## src/rtl/baud_pkg.sv

```systemverilog
// Shared constants and divider helpers for the baud-rate generator.
package baud_pkg;

    localparam int CLK_FREQ_DEFAULT = 100_000_000;
    localparam int BAUD_DEFAULT     = 115200;

    // Integer division rounded to the nearest whole count.
    function automatic int calc_div(longint clk, longint rate);
        return int'((clk + rate / 2) / rate);
    endfunction

    function automatic int cnt_width(int div);
        return (div <= 2) ? 1 : $clog2(div);
    endfunction

endpackage

```

## src/rtl/tick_divider.sv

```systemverilog
// Single-cycle strobe generator: integer divide-by-DIV, or a phase accumulator
// (INC/MOD) when BAUD_GEN_FRAC_EN is defined.
module tick_divider
    import baud_pkg::*;
#(
`ifdef BAUD_GEN_FRAC_EN
    parameter int INC = 1,
    parameter int MOD = 2
`else
    parameter int DIV = 2
`endif
) (
    input  logic clk,
    input  logic rst,
    input  logic enable,
    output logic strobe
);

`ifdef BAUD_GEN_FRAC_EN
    localparam int AW = cnt_width(MOD) + 1;
    localparam logic [AW:0] INC_W = (AW + 1)'(INC);
    localparam logic [AW:0] MOD_W = (AW + 1)'(MOD);

    logic [AW-1:0] acc;
    logic [AW:0]   sum;

    // One extra bit so acc+INC never overflows before the compare.
    assign sum = {1'b0, acc} + INC_W;

    always_ff @(posedge clk) begin
        if (rst || !enable) begin
            acc    <= '0;
            strobe <= 1'b0;
        end else if (sum >= MOD_W) begin
            acc    <= AW'(sum - MOD_W);
            strobe <= 1'b1;
        end else begin
            acc    <= AW'(sum);
            strobe <= 1'b0;
        end
    end
`else
    localparam int W = cnt_width(DIV);
    localparam logic [W-1:0] LAST = W'(DIV - 1);

    logic [W-1:0] cnt;

    always_ff @(posedge clk) begin
        if (rst || !enable) begin
            cnt    <= '0;
            strobe <= 1'b0;
        end else if (cnt == LAST) begin
            cnt    <= '0;
            strobe <= 1'b1;
        end else begin
            cnt    <= cnt + 1'b1;
            strobe <= 1'b0;
        end
    end
`endif

endmodule

```

## src/rtl/baud_rate_generator.sv

```systemverilog
// Baud and oversample tick generator for the RS-422 UART path.
// Define BAUD_GEN_FRAC_EN for exact-average fractional (phase accumulator) division.
module baud_rate_generator
    import baud_pkg::*;
#(
    parameter int CLK_FREQ   = CLK_FREQ_DEFAULT,
    parameter int BAUD       = BAUD_DEFAULT,
    parameter int OVERSAMPLE = 16
) (
    input  logic clk,
    input  logic rst,
    input  logic enable,
    output logic tick,
    output logic os_tick
);

    localparam int DIV    = calc_div(longint'(CLK_FREQ), longint'(BAUD));
    localparam int OS_DIV = calc_div(longint'(CLK_FREQ), longint'(BAUD) * longint'(OVERSAMPLE));

    if (DIV < 2) begin : g_bad_div
        $error("baud_rate_generator: DIV must be >= 2");
    end
    if (OS_DIV < 2) begin : g_bad_os_div
        $error("baud_rate_generator: OS_DIV must be >= 2");
    end
    if (OVERSAMPLE < 1 || OVERSAMPLE > 32) begin : g_bad_os
        $error("baud_rate_generator: OVERSAMPLE must be in 1..32");
    end

`ifdef BAUD_GEN_FRAC_EN
    tick_divider #(.INC(BAUD), .MOD(CLK_FREQ)) u_baud (
        .clk(clk), .rst(rst), .enable(enable), .strobe(tick)
    );
    tick_divider #(.INC(BAUD * OVERSAMPLE), .MOD(CLK_FREQ)) u_os (
        .clk(clk), .rst(rst), .enable(enable), .strobe(os_tick)
    );
`else
    tick_divider #(.DIV(DIV)) u_baud (
        .clk(clk), .rst(rst), .enable(enable), .strobe(tick)
    );
    tick_divider #(.DIV(OS_DIV)) u_os (
        .clk(clk), .rst(rst), .enable(enable), .strobe(os_tick)
    );
`endif

endmodule

```

## config.mk

```make
export PLATFORM = sky130hd
export DESIGN_NAME = baud_rate_generator
export DESIGN_NICKNAME = d
export VERILOG_FILES = /design/src/rtl/baud_pkg.sv /design/src/rtl/tick_divider.sv /design/src/rtl/baud_rate_generator.sv
export SDC_FILE = /design/constraint.sdc
export NUM_CORES = 1
export LEC_CHECK = 0
export ABC_AREA = 1
export CAP_MARGIN = 20
export CORE_MARGIN = 8
export CORE_UTILIZATION = 59
export CTS_BUF_LIST = sky130_fd_sc_hd__clkbuf_16
export DETAILED_ROUTE_END_ITERATION = 12
export MAX_ROUTING_LAYER = met4
export PLACE_DENSITY = 0.81
export RECOVER_POWER = 100
export SYNTH_ARGS = -nofsm -noshare
export SYNTH_HDL_FRONTEND = slang
export SYNTH_SLANG_ARGS = --single-unit
export TNS_END_PERCENT = 1
```

## constraint.sdc

```tcl
create_clock -name clk -period 2.93 [get_ports clk]
set_input_delay 0.879 -clock clk [delete_from_list [all_inputs] [get_ports clk]]
set_output_delay 0.879 -clock clk [all_outputs]
set_load 0.05 [all_outputs]
```

* After elaboration in Yosys (flattened, before gate mapping)
Cells that the tools add are included.
Storage, ports and cells: bits in registers 18, bits of input ports 3, output and inout port bits 2, logic and storage cells 14
Cells by class: $add $sub $neg 2, equal/unequal tests 2, multiplexer cells 2, reductions and logical operators 4
Operator list (count):
- adder 10 x 1 -> 10 bit, second input constant | 1
- == test 10 bit, second input constant | 1
- adder 6 x 1 -> 6 bit, second input constant | 1
- == test 6 bit, second input constant | 1
- OR reduction 2 bit | 2
- 2-to-1 mux 1 bit | 2
- logical NOT 1 bit | 1
- logical OR 1 bit | 1

* Logic depth before layout (Yosys ltp)
depth in word-level cells 3, gate-level depth with buffers 6, depth with buffers taken out 6

* Hierarchy
Synthesis repeated with hierarchy kept, for this count alone.
Unflattened totals: cells, all modules 100, area total of the unflattened synthesis 833.3 um^2
By module, submodules not included:
- tick_divider at u_baud | times used 1, cells an instance 63, area each 508.0 um^2, sequential area each 220.2 um^2
- tick_divider at u_os | times used 1, cells an instance 37, area each 325.3 um^2, sequential area each 140.1 um^2

* Worst setup path after synthesis
Ideal clock, no wire load.
path type reg2out, from register u_os.strobe, to output os_tick, arrival 0.587 ns, required time 2.051 ns, setup slack 1.464 ns, cell stages (with the launch flop) 1, buffers on the path 0, cells stage by stage dfxtp_1
RTL lines:
- from (decl) | line tick_divider.sv:16 | output logic strobe
- from (signal assigned) | line tick_divider.sv:51 | strobe <= 1'b0;
- from (signal assigned) | line tick_divider.sv:54 | strobe <= 1'b1;
- from (signal assigned) | line tick_divider.sv:57 | strobe <= 1'b0;
- to (decl) | line baud_rate_generator.sv:14 | output logic os_tick
No word-level cell between the ends.

* Final worst setup path
from register u_os.strobe, to output os_tick
No word-level cell between the ends.

==> flow_summary.toml <==
[cts]
cts_num_sinks = 18
cts_resized = 0
cts_hold_buf = 0
cts_setup_buffers = 0
cts_buffers = 3
worstSkewPairLatency_ns = 0.25
ctsHtreeMaxLevel = 1
cts_tree = "built"
root_buffer = "clkbuf_16"
cts_buffer_depth = 2
clk_pin_slew_ns = 0.05

[final_layout]
fillerInstances = 102
multi_input_area_sq_um = 405.4
synthToLayoutAreaGrowth_pct = 14.75
layout.nets = 127
post-route-util_pct = 73.12
drive_gt1_share_pct = 10.92
num_antenna_cells = 0
seqCellArea_sq_um = 360.3

[synth]
muxShareOfSynthArea_pct = 0
synth_seq_cells = 18
yosys.area_share.simple_pct = 35.02
synth-compound-area-share_pct = 5.812
syn-num-nets = 118
synth.distinct_cells = 21
synthXorXnorAreaFrac_pct = 3.130
netlist_area_sq_um = 839.6
synth.avg_cell_area_sq_um = 7.564
yosysWarnings = 0
synth_top_family_by_area = "simple AND/OR/NAND/NOR gates"
ys_seq_area_share_pct = 42.92
synthAdderAreaFrac_pct = 5.961
syn_inst = 111

[worst_setup_path]
cp_top_family = "buffers and inverters"
cp-end-kind = "output port"
worstSetupEndpoint = "os_tick"
slowest_stage = "dlygate4sd3_1"
regToRegSetupSlack_ns = 1.50
timing.critical_path.buf_inv = 1
crit_start = "u_os.strobe"
worstPathMaxFanout = 1
slowest_delay_ns = 0.87
crit_type = "flop to output port"
critPathRequiredTime_ns = 2.05
r2r_start = "u_baud.cnt[0]"
rr_endpoint = "u_baud.cnt[2]"
crit_chain = "dlygate4sd3_1"
r2r_cells = 6
critPathLaunchType = "flop"
worstPathArrival_ns = 1.42
path_depth = 1

[timing]
period_needed_ns = 2.294
hold_viol_final = 0
min_period_over_period_pct = 78.30
rsz0062_at_grt = "false"
fin_skew_ns = 0.001873
fin_setup_tns_ns = 0
max_slew_margin_pct = 66.15
max_freq_mhz = 435.9
setup_viol = 0
finalMaxSlewViolations = 0
hold_ws_ns = 0.4922
worstMarginPinSlew_ns = 0.5060

[status]
status = "completed"

[place]
gp_congestion = 0.8086
hpwl_microns = 1098
io_buffers = 4

[die]
ioPinCount = 5
die_area_sq_mm = 0.002886
row_count = 13
start_util_pct = 63.72
die_w_microns = 53.72
core_area_sq_mm = 0.001318
die_h_microns = 53.72

[global_routing]
grt_max_degree = 11
antenna_found_initial = 0
grt_usage_pct = 13.87
grt_pass1_vias = 690
overflow = 0
grt_pass1_wl_microns = 2849

[min_path]
worst_hold_path_type = "flop to flop"

[power_and_ir_drop]
seqPwrFrac_pct = 46.6
ir_drop_v = 0.0003576
power_density_mw_per_mm2 = 558.8
p_clk_share_pct = 51.1
internal-power_mw = 0.4342
p_leak_nw = 0.3850
netSwitchingPower_mw = 0.1042
fin_total_pwr_mw = 0.5384
p_comb_share_pct = 2.3
sw_frac_of_total_pct = 19.35

[route]
drt_wl_total_microns = 1563
routedWlPerCell_microns = 11.66
drt-pass1-iter-count = 4
vias = 694
via_per_inst = 5.179
drc = 0
dr_wl_met2_microns = 694
ant_nets = 0
wl_met3_microns = 114
wl_met1_microns = 717
drtIter0Drc = 14
highest_layer = "met4"

[job]
drv_cap = 0
[final cells by class]
class / instances / area share [%]
Sequential cell: 18 / 37.40
Multi-Input combinational cell: 77 / 42.08
Timing Repair Buffer: 4 / 4.156
Clock inverter: 1 / 0.3896
Inverter: 16 / 6.234
Tap cell: 15 / 1.948
Clock buffer: 3 / 7.792
[power by group through the flow]
stage	registers [mW]	logic (mW)	clock network [mW]
final	0.251	0.0124	0.275
after global routing	0.251	0.0146	0.287
after CTS	0.251	0.0142	0.275
after detailed placement	0.256	0.0140	0
after global placement	0.256	0.0135	0
after floorplan	0.255	0.00908	0
[worst min path at each step]
stage                          endpoint           from  cells past startpoint
final                     u_baud.cnt[0]  u_baud.cnt[0]                      1
after global routing      u_baud.cnt[8]  u_baud.cnt[8]                      2
after CTS                 u_baud.cnt[8]  u_baud.cnt[8]                      2
after detailed placement    u_os.cnt[0]    u_os.cnt[0]                      1
after global placement    u_baud.cnt[0]  u_baud.cnt[0]                      1
after floorplan           u_baud.cnt[0]  u_baud.cnt[0]                      1
[sequential cells by signal (all words and copies together) (netlist names)]
register and cells:
u_os.cnt 6, u_os.strobe 1, u_baud.strobe 1, u_baud.cnt 10
[Yosys cell counts]
cell type	count	area [sq um]
ha_1	4	50.05
nand2_4	1	11.26
nand4_1	2	12.51
nor2_1	17	63.81
nor3_1	3	15.01
nand3_2	1	10.01
nand2_1	19	71.32
xor2_1	1	8.760
nand3_1	8	40.04
inv_2	2	7.510
inv_1	14	52.55
dfxtp_1	18	360.4
nand3b_1	2	15.01
a21oi_2	1	8.760
a21oi_1	6	30.03
nor2_4	1	11.26
xnor2_1	2	17.52
o21ai_0	2	10.01
nor2_2	5	31.28
or2_2	1	6.260
nand2_2	1	6.260
[through the flow]
stage	std cells	instance area, sq um	setup WS (ns)
after floorplan	111	839.6	1.464
after global routing	134	963.4	0.6044
after global placement	130	898.4	0.9747
after CTS	134	977.2	0.6936
after detailed placement	130	898.4	0.9084
final	134	963.4	0.6358
[cell usage in the layout (no fill, tap or decap), drive strengths merged]
master,instances
ha,4
clkdlybuf4s50,1
nand4,2
nand3,9
xnor2,2
clkbuf,3
or2,1
dfxtp,18
xor2,1
dlygate4sd3,3
a21oi,7
nor3,3
nand2,21
o21ai,2
nand3b,2
inv,16
nor2,23
clkinv,1
[metal layers]
| metal | GRT usage (%) | vias up |
|---|---|---|
| met1 | 14.69 | 303 |
| met4 | 7.563 | 0 |
| met5 | - | - |
| li1 | - | 368 |
| met3 | 4.683 | 5 |
| met2 | 22.20 | 18 |
[kinds of logic (layout without fill, tap and decap cells)]
kind of cell | count (synthesis) | after routing
adder cells (fa/ha/maj) | 4 | 4
flip-flops | 18 | 18
AND/OR/NAND/NOR | 61 | 61
XOR/XNOR | 3 | 3
buffers and inverters | 16 | 24
AO/OA/AOI/OAI | 9 | 9
(Power assumes the default switching activity.)
